$ cat config.mk
export PLATFORM = sky130hd
export DESIGN_NAME = cipher_framer
export DESIGN_NICKNAME = d
export VERILOG_FILES = /design/src/rtl/cipher_framer.sv
export SDC_FILE = /design/constraint.sdc
export NUM_CORES = 1
export LEC_CHECK = 0
export ABC_CLOCK_PERIOD_IN_PS = 2300
export BUFFER_PORTS_ARGS = -buffer_cell sky130_fd_sc_hd__buf_2
export CAP_MARGIN = 20
export CORE_UTILIZATION = 55
export DETAILED_ROUTE_END_ITERATION = 12
export GPL_TIMING_DRIVEN = 0
export PLACE_DENSITY = 0.76
export SLEW_MARGIN = 30
export SYNTH_ARGS = -nofsm -noshare
export SYNTH_HDL_FRONTEND = slang
export SYNTH_SLANG_ARGS = --single-unit
$ cat constraint.sdc
create_clock -name clk -period 2.3 [get_ports clk]
set_input_delay 0.115 -clock clk [delete_from_list [all_inputs] [get_ports clk]]
set_output_delay 0.115 -clock clk [all_outputs]
set_load 0.03 [all_outputs]
$ cat src/rtl/cipher_framer.sv
// Frames a cipher byte stream as SYNC, LEN, payload, XOR checksum. Payload is
// buffered in a small FIFO; a flush request sends whatever is buffered early.
module cipher_framer #(
  parameter int          DEPTH   = 8,
  parameter int          PKT_LEN = 4,
  parameter logic [7:0]  SYNC    = 8'hA5
) (
  input  logic       clk,
  input  logic       rst_n,
  input  logic [7:0] cipher_in,
  input  logic       cipher_valid,
  output logic       cipher_ready,
  input  logic       flush,
  output logic [7:0] out_data,
  output logic       out_valid,
  input  logic       out_ready,
  output logic       out_last,
  output logic       busy
);
  localparam int PW = $clog2(DEPTH);
  localparam int CW = PW + 1;

  localparam logic [2:0] S_IDLE = 3'd0;
  localparam logic [2:0] S_HDR  = 3'd1;
  localparam logic [2:0] S_LEN  = 3'd2;
  localparam logic [2:0] S_PAY  = 3'd3;
  localparam logic [2:0] S_CHK  = 3'd4;

  logic [7:0]    r_mem [DEPTH];
  logic [PW-1:0] r_wr_ptr;
  logic [PW-1:0] r_rd_ptr;
  logic [CW-1:0] r_count;
  logic [2:0]    r_state;
  logic [7:0]    r_len;
  logic [7:0]    r_chk;
  logic [7:0]    r_pay_cnt;
  logic          r_flush_pend;

  logic       w_push;
  logic       w_pop;
  logic       w_xfer;
  logic       w_start_full;
  logic       w_start_flush;
  logic [7:0] w_head;

  assign cipher_ready  = (r_count != CW'(DEPTH));
  assign w_push        = cipher_valid && cipher_ready;
  assign w_xfer        = out_valid && out_ready;
  assign w_pop         = w_xfer && (r_state == S_PAY);
  assign w_head        = r_mem[r_rd_ptr];
  // A full packet has priority; a pending flush only sends what is buffered.
  assign w_start_full  = (r_state == S_IDLE) && (r_count >= CW'(PKT_LEN));
  assign w_start_flush = (r_state == S_IDLE) && !w_start_full && r_flush_pend
                         && (r_count != '0);

  always_ff @(posedge clk) begin
    if (w_push) r_mem[r_wr_ptr] <= cipher_in;
  end

  always_ff @(posedge clk or negedge rst_n) begin
    if (!rst_n) begin
      r_wr_ptr <= '0;
      r_rd_ptr <= '0;
      r_count  <= '0;
    end else begin
      if (w_push) r_wr_ptr <= r_wr_ptr + PW'(1);
      if (w_pop)  r_rd_ptr <= r_rd_ptr + PW'(1);
      case ({w_push, w_pop})
        2'b10:   r_count <= r_count + CW'(1);
        2'b01:   r_count <= r_count - CW'(1);
        default: r_count <= r_count;
      endcase
    end
  end

  always_ff @(posedge clk or negedge rst_n) begin
    if (!rst_n) begin
      r_flush_pend <= 1'b0;
    end else if (flush) begin
      r_flush_pend <= 1'b1;
    end else if (w_start_full || w_start_flush ||
                 ((r_state == S_IDLE) && (r_count == '0))) begin
      r_flush_pend <= 1'b0;
    end
  end

  always_ff @(posedge clk or negedge rst_n) begin
    if (!rst_n) begin
      r_state   <= S_IDLE;
      r_len     <= 8'h00;
      r_chk     <= 8'h00;
      r_pay_cnt <= 8'h00;
    end else begin
      case (r_state)
        S_IDLE: begin
          if (w_start_full || w_start_flush) begin
            r_len     <= w_start_full ? 8'(PKT_LEN) : 8'(r_count);
            r_chk     <= 8'h00;
            r_pay_cnt <= 8'h00;
            r_state   <= S_HDR;
          end
        end
        S_HDR: if (w_xfer) r_state <= S_LEN;
        S_LEN: begin
          if (w_xfer) begin
            r_chk   <= r_chk ^ r_len;
            r_state <= S_PAY;
          end
        end
        S_PAY: begin
          if (w_xfer) begin
            r_chk     <= r_chk ^ w_head;
            r_pay_cnt <= r_pay_cnt + 8'd1;
            if (r_pay_cnt == r_len - 8'd1) r_state <= S_CHK;
          end
        end
        S_CHK:   if (w_xfer) r_state <= S_IDLE;
        default: r_state <= S_IDLE;
      endcase
    end
  end

  always_comb begin
    out_data = 8'h00;
    case (r_state)
      S_HDR:   out_data = SYNC;
      S_LEN:   out_data = r_len;
      S_PAY:   out_data = w_head;
      S_CHK:   out_data = r_chk;
      default: out_data = 8'h00;
    endcase
  end

  assign out_valid = (r_state != S_IDLE);
  assign busy      = (r_state != S_IDLE);
  assign out_last  = (r_state == S_CHK);

endmodule

---- Word level (Yosys, flattened, before mapping) ----
Memory sizes are Yosys's and may differ from the RTL's.
Index checks and enable logic that the tools add are counted.
operators by class
  $add $sub $neg .......................... 6
  shift operators ......................... 0
  divide/modulo/power cells ............... 0
  reduce and logical (&&, ||, !) cells .... 23
  multiplexer cells ....................... 20
  order comparisons ....................... 1
  bitwise logic cells ..................... 2
  equal/unequal tests ..................... 14
  multipliers ............................. 0
operator list
  cell                 number
  $mux 8               4
  $pmux 8 s4           1
  $pmux 8 s3           1
  $mux 3               6
  $pmux 8 s2           1
  $xor 8x8->8          2
  $pmux 3 s5           1
  $add 8x1->8 const B  1
  $eq 8x8->1           1
  $logic_and 1x1->1    8
  $pmux 4 s2           1
  $sub 8x1->8 const B  1
  $add 3x1->3 const B  2
  $eq 3x2->1 const B   2
  $ne 2x1->1 const B   3
  $ne 2x2->1 const B   3
  $reduce_and 6->1     1
  $reduce_bool 2->1    3
  $reduce_bool 3->1    2
  $add 4x1->4 const B  1
  $ge 4x3->1 const B   1
  $logic_not 4->1      1
  $mux 1               4
  $mux 4               1
  other kinds (13)     14
storage, ports and cells
  memories kept ........................... 1
  output and inout port bits .............. 12
  word-level logic and storage cells ...... 75
  bits in writable memories ............... 64
  bits in read-only memories .............. 0
  bits of input ports ..................... 13
  latch bits .............................. 0
  flip-flop bits (word level) ............. 38
memory list
  name   depth  bits a word  read ports  clocked after Yosys merged registers in  wr ports  line  source
  r_mem  8      8            1           0                                        1         29    logic [7:0] r_mem [DEPTH];

---- Longest topological paths before layout ----
Gate-level depths: netlist (run 1).
  word-level depth ........................ 10
  gate-level depth with buffers ........... 8
  mapped depth without buffers ............ 8

---- Worst setup path before layout (run 1) ----
OpenSTA, ideal clock, no wires.
  path kind ............................... flip-flop to flip-flop
  from .................................... register r_count[1]
  to ...................................... register r_count[3]
  clock period less this slack ............ 2.612 ns
  path buffers ............................ 0
  data required time ...................... 2.220 ns
  setup slack ............................. -0.312 ns
  cell stages (with the launch flop) ...... 9
  library setup time ...................... 0.080 ns
  arrival time ............................ 2.532 ns
  cell sequence ........................... dfrtp_1 > or4b_2 > nand2_1 > ha_1 > ha_1 > a21o_1 > a21oi_1 > mux2i_1 > xnor2_1
on the way
  cells in the longest elaborated chain, start to end .. 4
  elaborated cells between the ends (all ways) .. 8
  those cells by class .................... 2 x add/sub; 3 x eq/ne; 1 x mux; 2 x reduce/logical
ends and longest elaborated chain
  element                                          line  source
  start: declaration                               32    logic [CW-1:0] r_count;
  start signal: assignment                         69    2'b10: r_count <= r_count + CW'(1);
  start signal: assignment                         70    2'b01: r_count <= r_count - CW'(1);
  start signal: assignment                         71    default: r_count <= r_count;
  $ne 4x4->1 *                                     46    assign cipher_ready = (r_count != CW'(DEPTH));
  net cipher_ready                                 12    output logic cipher_ready,
  $logic_and 1x1->1 *                              47    assign w_push = cipher_valid && cipher_ready;
  $eq 2x1->1 or $eq 2x2->1 (tied branches)         68    case ({w_push, w_pop})
  $pmux 4 s2 or $reduce_bool 2->1 (tied branches)  --
Mark *: on every way through the listed nets, which the timed path passes. The rest lies on a longest branch.
A chain may end at the register's enable or synchronous reset.

---- Worst setup path in the final report (run 1) ----
  from .................................... register r_rd_ptr[1]
  to ...................................... output out_data[5]
on the way
  cells in the longest elaborated chain, start to end .. 2
ends and longest elaborated chain
  element                   line  source
  start: declaration        31    logic [PW-1:0] r_rd_ptr;
  start signal: assignment  67    if (w_pop) r_rd_ptr <= r_rd_ptr + PW'(1);
  $mem_v2 8x8               --
  $pmux 8 s4                125   case (r_state)
  end: declaration          14    output logic [7:0] out_data,
No other way between the ends.

==> impl_metrics.toml, run 1 <==
[clocking]
cts_sinks = 98
cts-root-buf = "clkbuf_8"
htreeDepth = 3
insertion_delay_ps = 370
cts_tree = "yes"
cts_buffers = 9
clk_pin_slew_worst_paths_ps = 100
clockBufferDepth = 2

[synth]
synth_top_area_cell = "edfxtp_1"
async_flop_share = 0.347
ys.flop_type = "edfxtp_1"
synth_nets = 351
yosys_warnings = 0
synthCells = 329
syn_area_per_cell_um2 = 13.7
yosysMostFrequentCell = "edfxtp_1"
ys_seq_area_frac = 0.613
synth_commonest_cells = "64 x edfxtp_1, 34 x dfrtp_1, 25 x nor2_1"
synth_area_leaders = "edfxtp_1 42%, dfrtp_1 19%, mux4_2 4.5%"
yosys_register_bits = 98
synth_top_area_frac = 0.425
netlist-cell-type-count = 51
netlist_area_mm2 = 0.00452
synth-edff-count = 64

[setup_path]
worst-path-buf-inv = 3
worst_setup_path_end_kind = "output port"
regToRegSetupSlack_ps = 100
critPathArrivalTime_ps = 2230
ff2ff_path_depth = 8
cp_max_fo = 5
max_stage_delay_ps = 540
worstPathRequired_ps = 2180
reg2reg_to = "r_count[3]"
crit_chain = "buf_8 > buf_12 > mux4_2 > mux2i_4 > a21oi_2 > a21o_1 > buf_6"
start_kind = "flip-flop"
cp_slowest_cell = "mux4_2"
r2r-start = "r_count[1]"
path_delay_family = "multiplexers"
criticalPathCategory = "reg2out"

[floorplanning]
die_h_um = 92.7
initial_core_util = 0.576
coreArea_mm2 = 0.00785
fp.dieW_um = 92.7
io_pins = 25
die_area_mm2 = 0.00859
rows = 32

[sta]
max_slew.worst_pin.slew_ps = 898
setup_violations = 6
fin_crit_ps = 2340
clock.fmax_mhz = 427
finalHoldViolCount = 0
fin_crit_sh = 1.02
slew_headroom = 0.399
layout_setup_ws_ps = -42.0
rsz0062_at_grt = "yes"
clock_skew_ps = 13.7
drv_slew = 0

[power]
vdd_ir_drop_max_uv = 666
p_leak_nw = 2.05
powerDensity_mw_per_mm2 = 1450
total_power_w = 0.00780

[grt]
grt_overflow_total = 0
antenna_found_initial = 0
grt_max_degree = 35
grt_pass1_wl_mm = 14.7
track_usage = 0.230
grt_pass1_vias = 2986

[placed_design]
io_buffers = 24
placed_cells = 455
dp_hpwl_mm = 5.99
post-place-ws_ps = -87.1
gp_congestion = 0.870

[final_layout]
drive_gt1_frac = 0.281
fin_cells = 493
area_growth_pct = 18.9
diodes = 0
nNetsFinal = 408

[min_path]
min_to = "r_mem[1][2]"
hold_depth = 1
hp-start = "cipher_in[2]"
hp-class = "in2reg"

[drt]
routed_via_density = 6.01
drt_first_pass_iters = 4
ant_nets = 0
wirelength_mm = 9.62
num_vias = 2964
route.detailed.drc = 0
wl_per_cell_um = 19.5
drt_iter0_drc = 135

[run_status]
status = "finished, violations left"
violations = "setup timing"

[job]
max-cap-violations = 0
## per-layer routing
layer	part of all wire	vias up	global-route usage
li1	-	1359	-
met1	0.43	1508	0.286
met2	0.52	84	0.401
met3	0.039	13	0.0558
met4	0.012	0	0.0679
met5	0	-	0
## area by class of cell
type / instances / area [µm²]
Buffer: 12 / 80.1
Clock buffer: 9 / 124
Clock inverter: 7 / 81.3
Fill cell: 553 / 2470
Inverter: 11 / 43.8
Multi-Input combinational cell: 207 / 1760
Sequential cell: 98 / 2780
Tap cell: 102 / 128
Timing Repair Buffer: 47 / 383
## per-stage QoR
step                TNS (ps)  hold WS, ps  cell area (µm²)  utilization
global route            -713         10.3             5380        0.685
finish                  -126         21.6             5380        0.685
CTS                     -171         3.34             5220        0.665
detailed placement     -87.1          242             4800        0.611
global placement       -2760          233             4790        0.610
floorplan                  0         -181             4540            -
## cell usage in the layout (no fill, tap or decap), types with 3 or more instances in the layout
cell           count
xnor2_1            8
dfrtp_2            3
nor2_1            24
nand2_1           21
a21o_1             6
inv_1              9
buf_2             18
buf_4             19
or2_2              4
o211ai_1           5
nand3_1            7
xor2_1             8
clkbuf_8           9
ha_1               7
or3_1              4
a21oi_1           12
nand4_1            3
nor2b_1            3
dlygate4sd3_1      5
buf_6              6
edfxtp_1          64
or4_1              3
mux2i_1            5
dfrtp_1           31
clkbuf_1           6
and3_1             5
o21ai_0           11
a21oi_2            5
mux4_2            14
mux2i_4            6
nand2b_1           5
nor3_2             3
## repair_timing
action / CTS / global route
gates cloned: 0 / 2
hold endpoints to repair: 56 / 0
hold buffers: 5 / 0
resized for setup: 36 / 16
pin swaps: 2 / 10
buffers inserted: 9 / 7
endpoints found under the setup margin: 9 / 11
## worst reg2reg max path, cell delays in order, from the launching register on
cell,delay (ps)
dfrtp_1,400
or4b_4,580
nand2_4,120
ha_4,160
ha_1,230
a21o_1,170
a21oi_2,120
mux2i_1,240
xnor2_1,130
## cells by family (layout without fill, tap and decap cells)
family          count (synthesis)  count (layout)  synth area share
simple gates                   95              95             0.107
fa+ha+maj                       9               9            0.0266
flops                          98              98             0.613
compound gates                 57              57            0.0816
buf+inv                        24              86            0.0238
xor+xnor                       16              16            0.0310
mux                            30              30             0.117
## where the power goes
group	total [W]	switching [W]	internal, W
Sequential	0.00270	0.000369	0.00233
Combinational	0.00400	0.00206	0.00194
Clock	0.00110	0.000667	0.000434
## how the worst max path moves through the flow
| stage | to | cells past startpoint | from | slack (ps) |
|---|---|---|---|---|
| floorplan | r_count[3] | 8 | r_count[0] | 10 |
| global placement | r_mem[0][6] | 4 | r_count[0] | -300 |
| detailed placement | r_count[3] | 8 | r_count[0] | -90 |
| CTS | out_data[7] | 7 | r_rd_ptr[1] | -40 |
| global route | out_data[5] | 7 | r_rd_ptr[1] | -110 |
| finish | out_data[5] | 7 | r_rd_ptr[1] | -40 |
## sequential cells by signal, summed over array words and instances (netlist names)
signal	count
r_wr_ptr	3
r_count	4
r_rd_ptr	3
r_mem	64
r_flush_pend	1
r_state	3
r_pay_cnt	8
r_chk	8
r_len	4
(Power assumes the default switching activity.)
==> inputs of run 2 (changes only) <==
CTS_CLUSTER_SIZE = 40   (was not set)
MAX_ROUTING_LAYER = met4   (was not set)
REMOVE_ABC_BUFFERS = 1   (was not set)
==> impl_metrics.toml, run 2 (same netlist as run 1, synthesis figures left out) <==
[run_status]
status = "finished, violations left"
violations = "setup timing"

[setup_path]
start_kind = "flip-flop"
max_stage_delay_ps = 620
worst-path-buf-inv = 2
critPathArrivalTime_ps = 2270
cp_slowest_cell = "mux4_1"
path_delay_family = "multiplexers"
cp_max_fo = 5
worstPathRequired_ps = 2180
regToRegSetupSlack_ps = 70
crit_chain = "buf_12 > mux4_1 > mux2i_4 > a21oi_1 > a21o_1 > buf_2"
worst_setup_path_end_kind = "output port"
criticalPathCategory = "reg2out"

[sta]
max_slew.worst_pin.slew_ps = 960
slew_headroom = 0.358
hold_ws_ps = 1.05
clock.fmax_mhz = 419
clock_skew_ps = 16.5
fin_crit_sh = 1.04
drv_slew = 0
rsz0062_at_grt = "yes"
finalHoldViolCount = 0
setup_violations = 7
layout_setup_ws_ps = -87.6
fin_crit_ps = 2390

[floorplanning]
coreArea_mm2 = 0.00785
initial_core_util = 0.576
io_pins = 25
die_h_um = 92.7
fp.dieW_um = 92.7
rows = 32
die_area_mm2 = 0.00859

[placed_design]
gp_congestion = 0.858
placed_cells = 444
dp_hpwl_mm = 5.64
io_buffers = 24

[final_layout]
area_growth_pct = 14.8
top_register = "r_mem"
layout.cells.most_common = "edfxtp_1"
largest_register_ffs = 64
fin_cells = 475
drive_gt1_frac = 0.260
top_regs = "r_mem (64), r_chk (8), r_pay_cnt (8)"
diodes = 0
nNetsFinal = 390
layout_common_cells = "64 x edfxtp_1, 27 x dfrtp_1, 24 x nor2_1"

[power]
vdd_ir_drop_max_uv = 590
powerDensity_mw_per_mm2 = 1410
p_leak_nw = 1.97

[drt]
num_vias = 2883
met2_length_mm = 4.47
topRoutingLayerUsed = "met4"
drt_iter0_drc = 224
route.detailed.drc = 0
drt_first_pass_iters = 5
met3_length_um = 432
routed_via_density = 6.07
wirelength_mm = 9.24
drt-met1-wl_mm = 4.16
ant_nets = 0
wl_per_cell_um = 19.4

[grt]
grt_pass1_wl_mm = 14.4
track_usage = 0.234
antenna_found_initial = 0
grt_overflow_total = 0
grt_max_degree = 35
grt_pass1_vias = 2799

[clocking]
clockBufferDepth = 2
insertion_delay_ps = 370
htreeDepth = 3
cts_sinks = 98
cts-root-buf = "clkbuf_8"
cts_tree = "yes"
cts_buffers = 9
clk_pin_slew_worst_paths_ps = 110

[job]
max-cap-violations = 0

[min_path]
hp-class = "in2reg"
==> run 2: cell type report <==
cell class	count	area, µm²
Multi-Input combinational cell	208	1740
Clock inverter	7	78.8
Clock buffer	9	124
Timing Repair Buffer	40	294
Fill cell	571	2660
Inverter	11	42.5
Sequential cell	98	2780
Tap cell	102	128
==> run 2: through the flow <==
stage | total power (W) | worst slack [ps] | util | cell area, µm² | TNS [ps]
floorplan | 0.00488 | -330 | - | 4460 | -666
global placement | 0.00553 | -965 | 0.599 | 4700 | -11160
detailed placement | 0.00566 | -1110 | 0.603 | 4730 | -6810
CTS | 0.00709 | -114 | 0.650 | 5100 | -461
global route | 0.00774 | -137 | 0.662 | 5190 | -888
finish | 0.00732 | -87.6 | 0.662 | 5190 | -377
==> run 2: where the power goes <==
part | total [W] | switching, W | leakage, nW | internal (W)
clock network | 0.00112 | 0.000686 | 0.104 | 0.000437
registers | 0.00283 | 0.000501 | 0.983 | 0.00233
logic | 0.00336 | 0.00178 | 0.879 | 0.00158
total | 0.00732 | 0.00297 | 1.97 | 0.00435
==> run 2: timing repair <==
action	CTS	global route
gates cloned	1	1
endpoints found under the setup margin	28	11
gates resized for setup	24	11
pin swaps	2	7
hold buffers	3	0
buffers inserted	7	3
endpoints found under the hold margin	43	0
==> run 2: worst paths after layout <==
kind / cells past startpoint / to / from
setup / recovery: 6 / out_data[7] / r_rd_ptr[1]
hold / removal: 1 / r_mem[1][7] / cipher_in[7]
setup reg to reg: 8 / r_count[2] / r_count[0]
hold reg to reg: 1 / r_flush_pend / r_flush_pend
max in group asynchronous: 2 / r_rd_ptr[1] / rst_n
min in group asynchronous: 2 / r_pay_cnt[6] / rst_n
==> run 2: routing by layer <==
metal	global-route usage	up-vias
li1	-	1330
met1	0.314	1441
met2	0.366	94
met3	0.0328	18
met4	0.0923	0
met5	-	-
==> inputs of run 3 (changes only) <==
--- a/config.mk
+++ b/config.mk
@@ -16,4 +16,5 @@
 export PLACE_DENSITY = 0.76
 export REMOVE_ABC_BUFFERS = 1
+export SKIP_CTS_REPAIR_TIMING = 1
 export SLEW_MARGIN = 30
 export SYNTH_ARGS = -nofsm -noshare
==> constraint.sdc (replaced) <==
create_clock -name clk -period 2.3 [get_ports clk]
set_input_delay 0.23 -clock clk [delete_from_list [all_inputs] [get_ports clk]]
set_output_delay 0.23 -clock clk [all_outputs]
set_load 0.03 [all_outputs]
==> impl_metrics.toml, run 3 (same netlist as run 1, synthesis figures left out) <==
[run_status]
status = "finished, violations left"
violations = "setup timing"

[final_layout]
layout.cells.most_common = "edfxtp_1"
top_register = "r_mem"
largest_register_ffs = 64
drive_gt1_frac = 0.287
layout_common_cells = "64 x edfxtp_1, 27 x dfrtp_1, 24 x nor2_1"
nNetsFinal = 397
diodes = 0
top_regs = "r_mem (64), r_chk (8), r_pay_cnt (8)"
area_growth_pct = 15.8

[drt]
ant_nets = 0
routed_via_density = 6.04
drt_iter0_drc = 187
wl_per_cell_um = 18.8
wirelength_mm = 9.04
drt_first_pass_iters = 4
num_vias = 2913
route.detailed.drc = 0

[setup_path]
critPathArrivalTime_ps = 2220
reg2reg_to = "r_count[3]"
criticalPathCategory = "reg2out"
r2r-start = "r_state[0]"
regToRegSetupSlack_ps = -50
start_kind = "flip-flop"
cp_max_fo = 6
worstSetupEndpoint = "out_data[7]"
worstPathRequired_ps = 2070
startpoint = "r_rd_ptr[1]"
worst_setup_path_end_kind = "output port"
ff2ff_path_depth = 9

[floorplanning]
die_h_um = 92.7
initial_core_util = 0.576
die_area_mm2 = 0.00859
fp.dieW_um = 92.7
io_pins = 25
coreArea_mm2 = 0.00785
rows = 32

[sta]
fin_crit_sh = 1.06
slew_headroom = 0.334
clock_skew_ps = 15.2
layout_setup_ws_ps = -147
rsz0062_at_grt = "yes"
clock.fmax_mhz = 409
drv_slew = 0
tns_ps = -694
setup_violations = 9
fin_crit_ps = 2450
hold_ws_ps = 61.4
finalHoldViolCount = 0
max_slew.worst_pin.slew_ps = 995

[power]
total_power_w = 0.00743
vdd_ir_drop_max_uv = 585
powerDensity_mw_per_mm2 = 1420
p_leak_nw = 1.99

[placed_design]
io_buffers = 24
post-place-ws_ps = -1110
dp_hpwl_mm = 5.64
gp_congestion = 0.858

[min_path]
hp-start = "flush"
hp-class = "in2reg"

[grt]
grt_max_degree = 35
grt_overflow_total = 0
grt_pass1_wl_mm = 13.7
grt_pass1_vias = 2637
track_usage = 0.223
antenna_found_initial = 0

[job]
max-cap-violations = 0

[clocking]
cts_sinks = 98
insertion_delay_ps = 360
clockBufferDepth = 2
cts_tree = "yes"
cts-root-buf = "clkbuf_8"
htreeDepth = 3
clk_pin_slew_worst_paths_ps = 100
cts_buffers = 9
-- run 3: cell count changes in the layout (fill, tap and decap cells not counted), sizes merged --
cell,change
dlygate4sd3,-2
buf,+10
clkbuf,-1
clkinvlp,+1
clkinv,-1
-- run 3: how the worst min path moves through the flow --
stage | to | slack, ps | depth (start not counted)
after CTS | r_chk[7] | -50 | 1
after global placement | r_pay_cnt[5] | 350 | 1
final | r_flush_pend | 60 | 2
after floorplan | r_chk[0] | -70 | 0
after detailed placement | r_pay_cnt[7] | 350 | 1
after global routing | r_flush_pend | 50 | 2
-- run 3: power by group --
group	total [W]	internal [W]	switching [W]	leakage [nW]
combinational	0.00348	0.00169	0.00179	0.899
clock	0.00112	0.000437	0.000679	0.104
sequential	0.00283	0.00233	0.000497	0.983
-- run 3: through the flow --
stage	std cells	area, µm²	util
final	482	5240	0.667
after global routing	482	5240	0.667
after CTS	460	4940	0.629
after detailed placement	444	4730	0.603
after global placement	442	4700	0.599
after floorplan	316	4460	-
-- run 3: routing by layer --
metal,share of wire,vias to the layer above,track usage
met3,0.054,18,0.0320
met5,0,-,-
met2,0.48,95,0.341
met1,0.44,1451,0.306
met4,0.022,0,0.0872
li1,-,1349,-
-- run 3: cell type report --
cell class	instances	area (µm²)
Tap cell	102	128
Timing Repair Buffer	47	330
Multi-Input combinational cell	208	1750
Inverter	11	45.0
Clock buffer	9	124
Sequential cell	98	2780
Clock inverter	7	78.8
Fill cell	563	2610
-- run 3: critical path, cell delays in order (launching register included) --
cell and delay [ps]:
dfrtp_4 520, buf_12 150, buf_4 130, mux4_2 440
mux2i_4 240, a21oi_2 80, a21o_1 160, buf_6 130
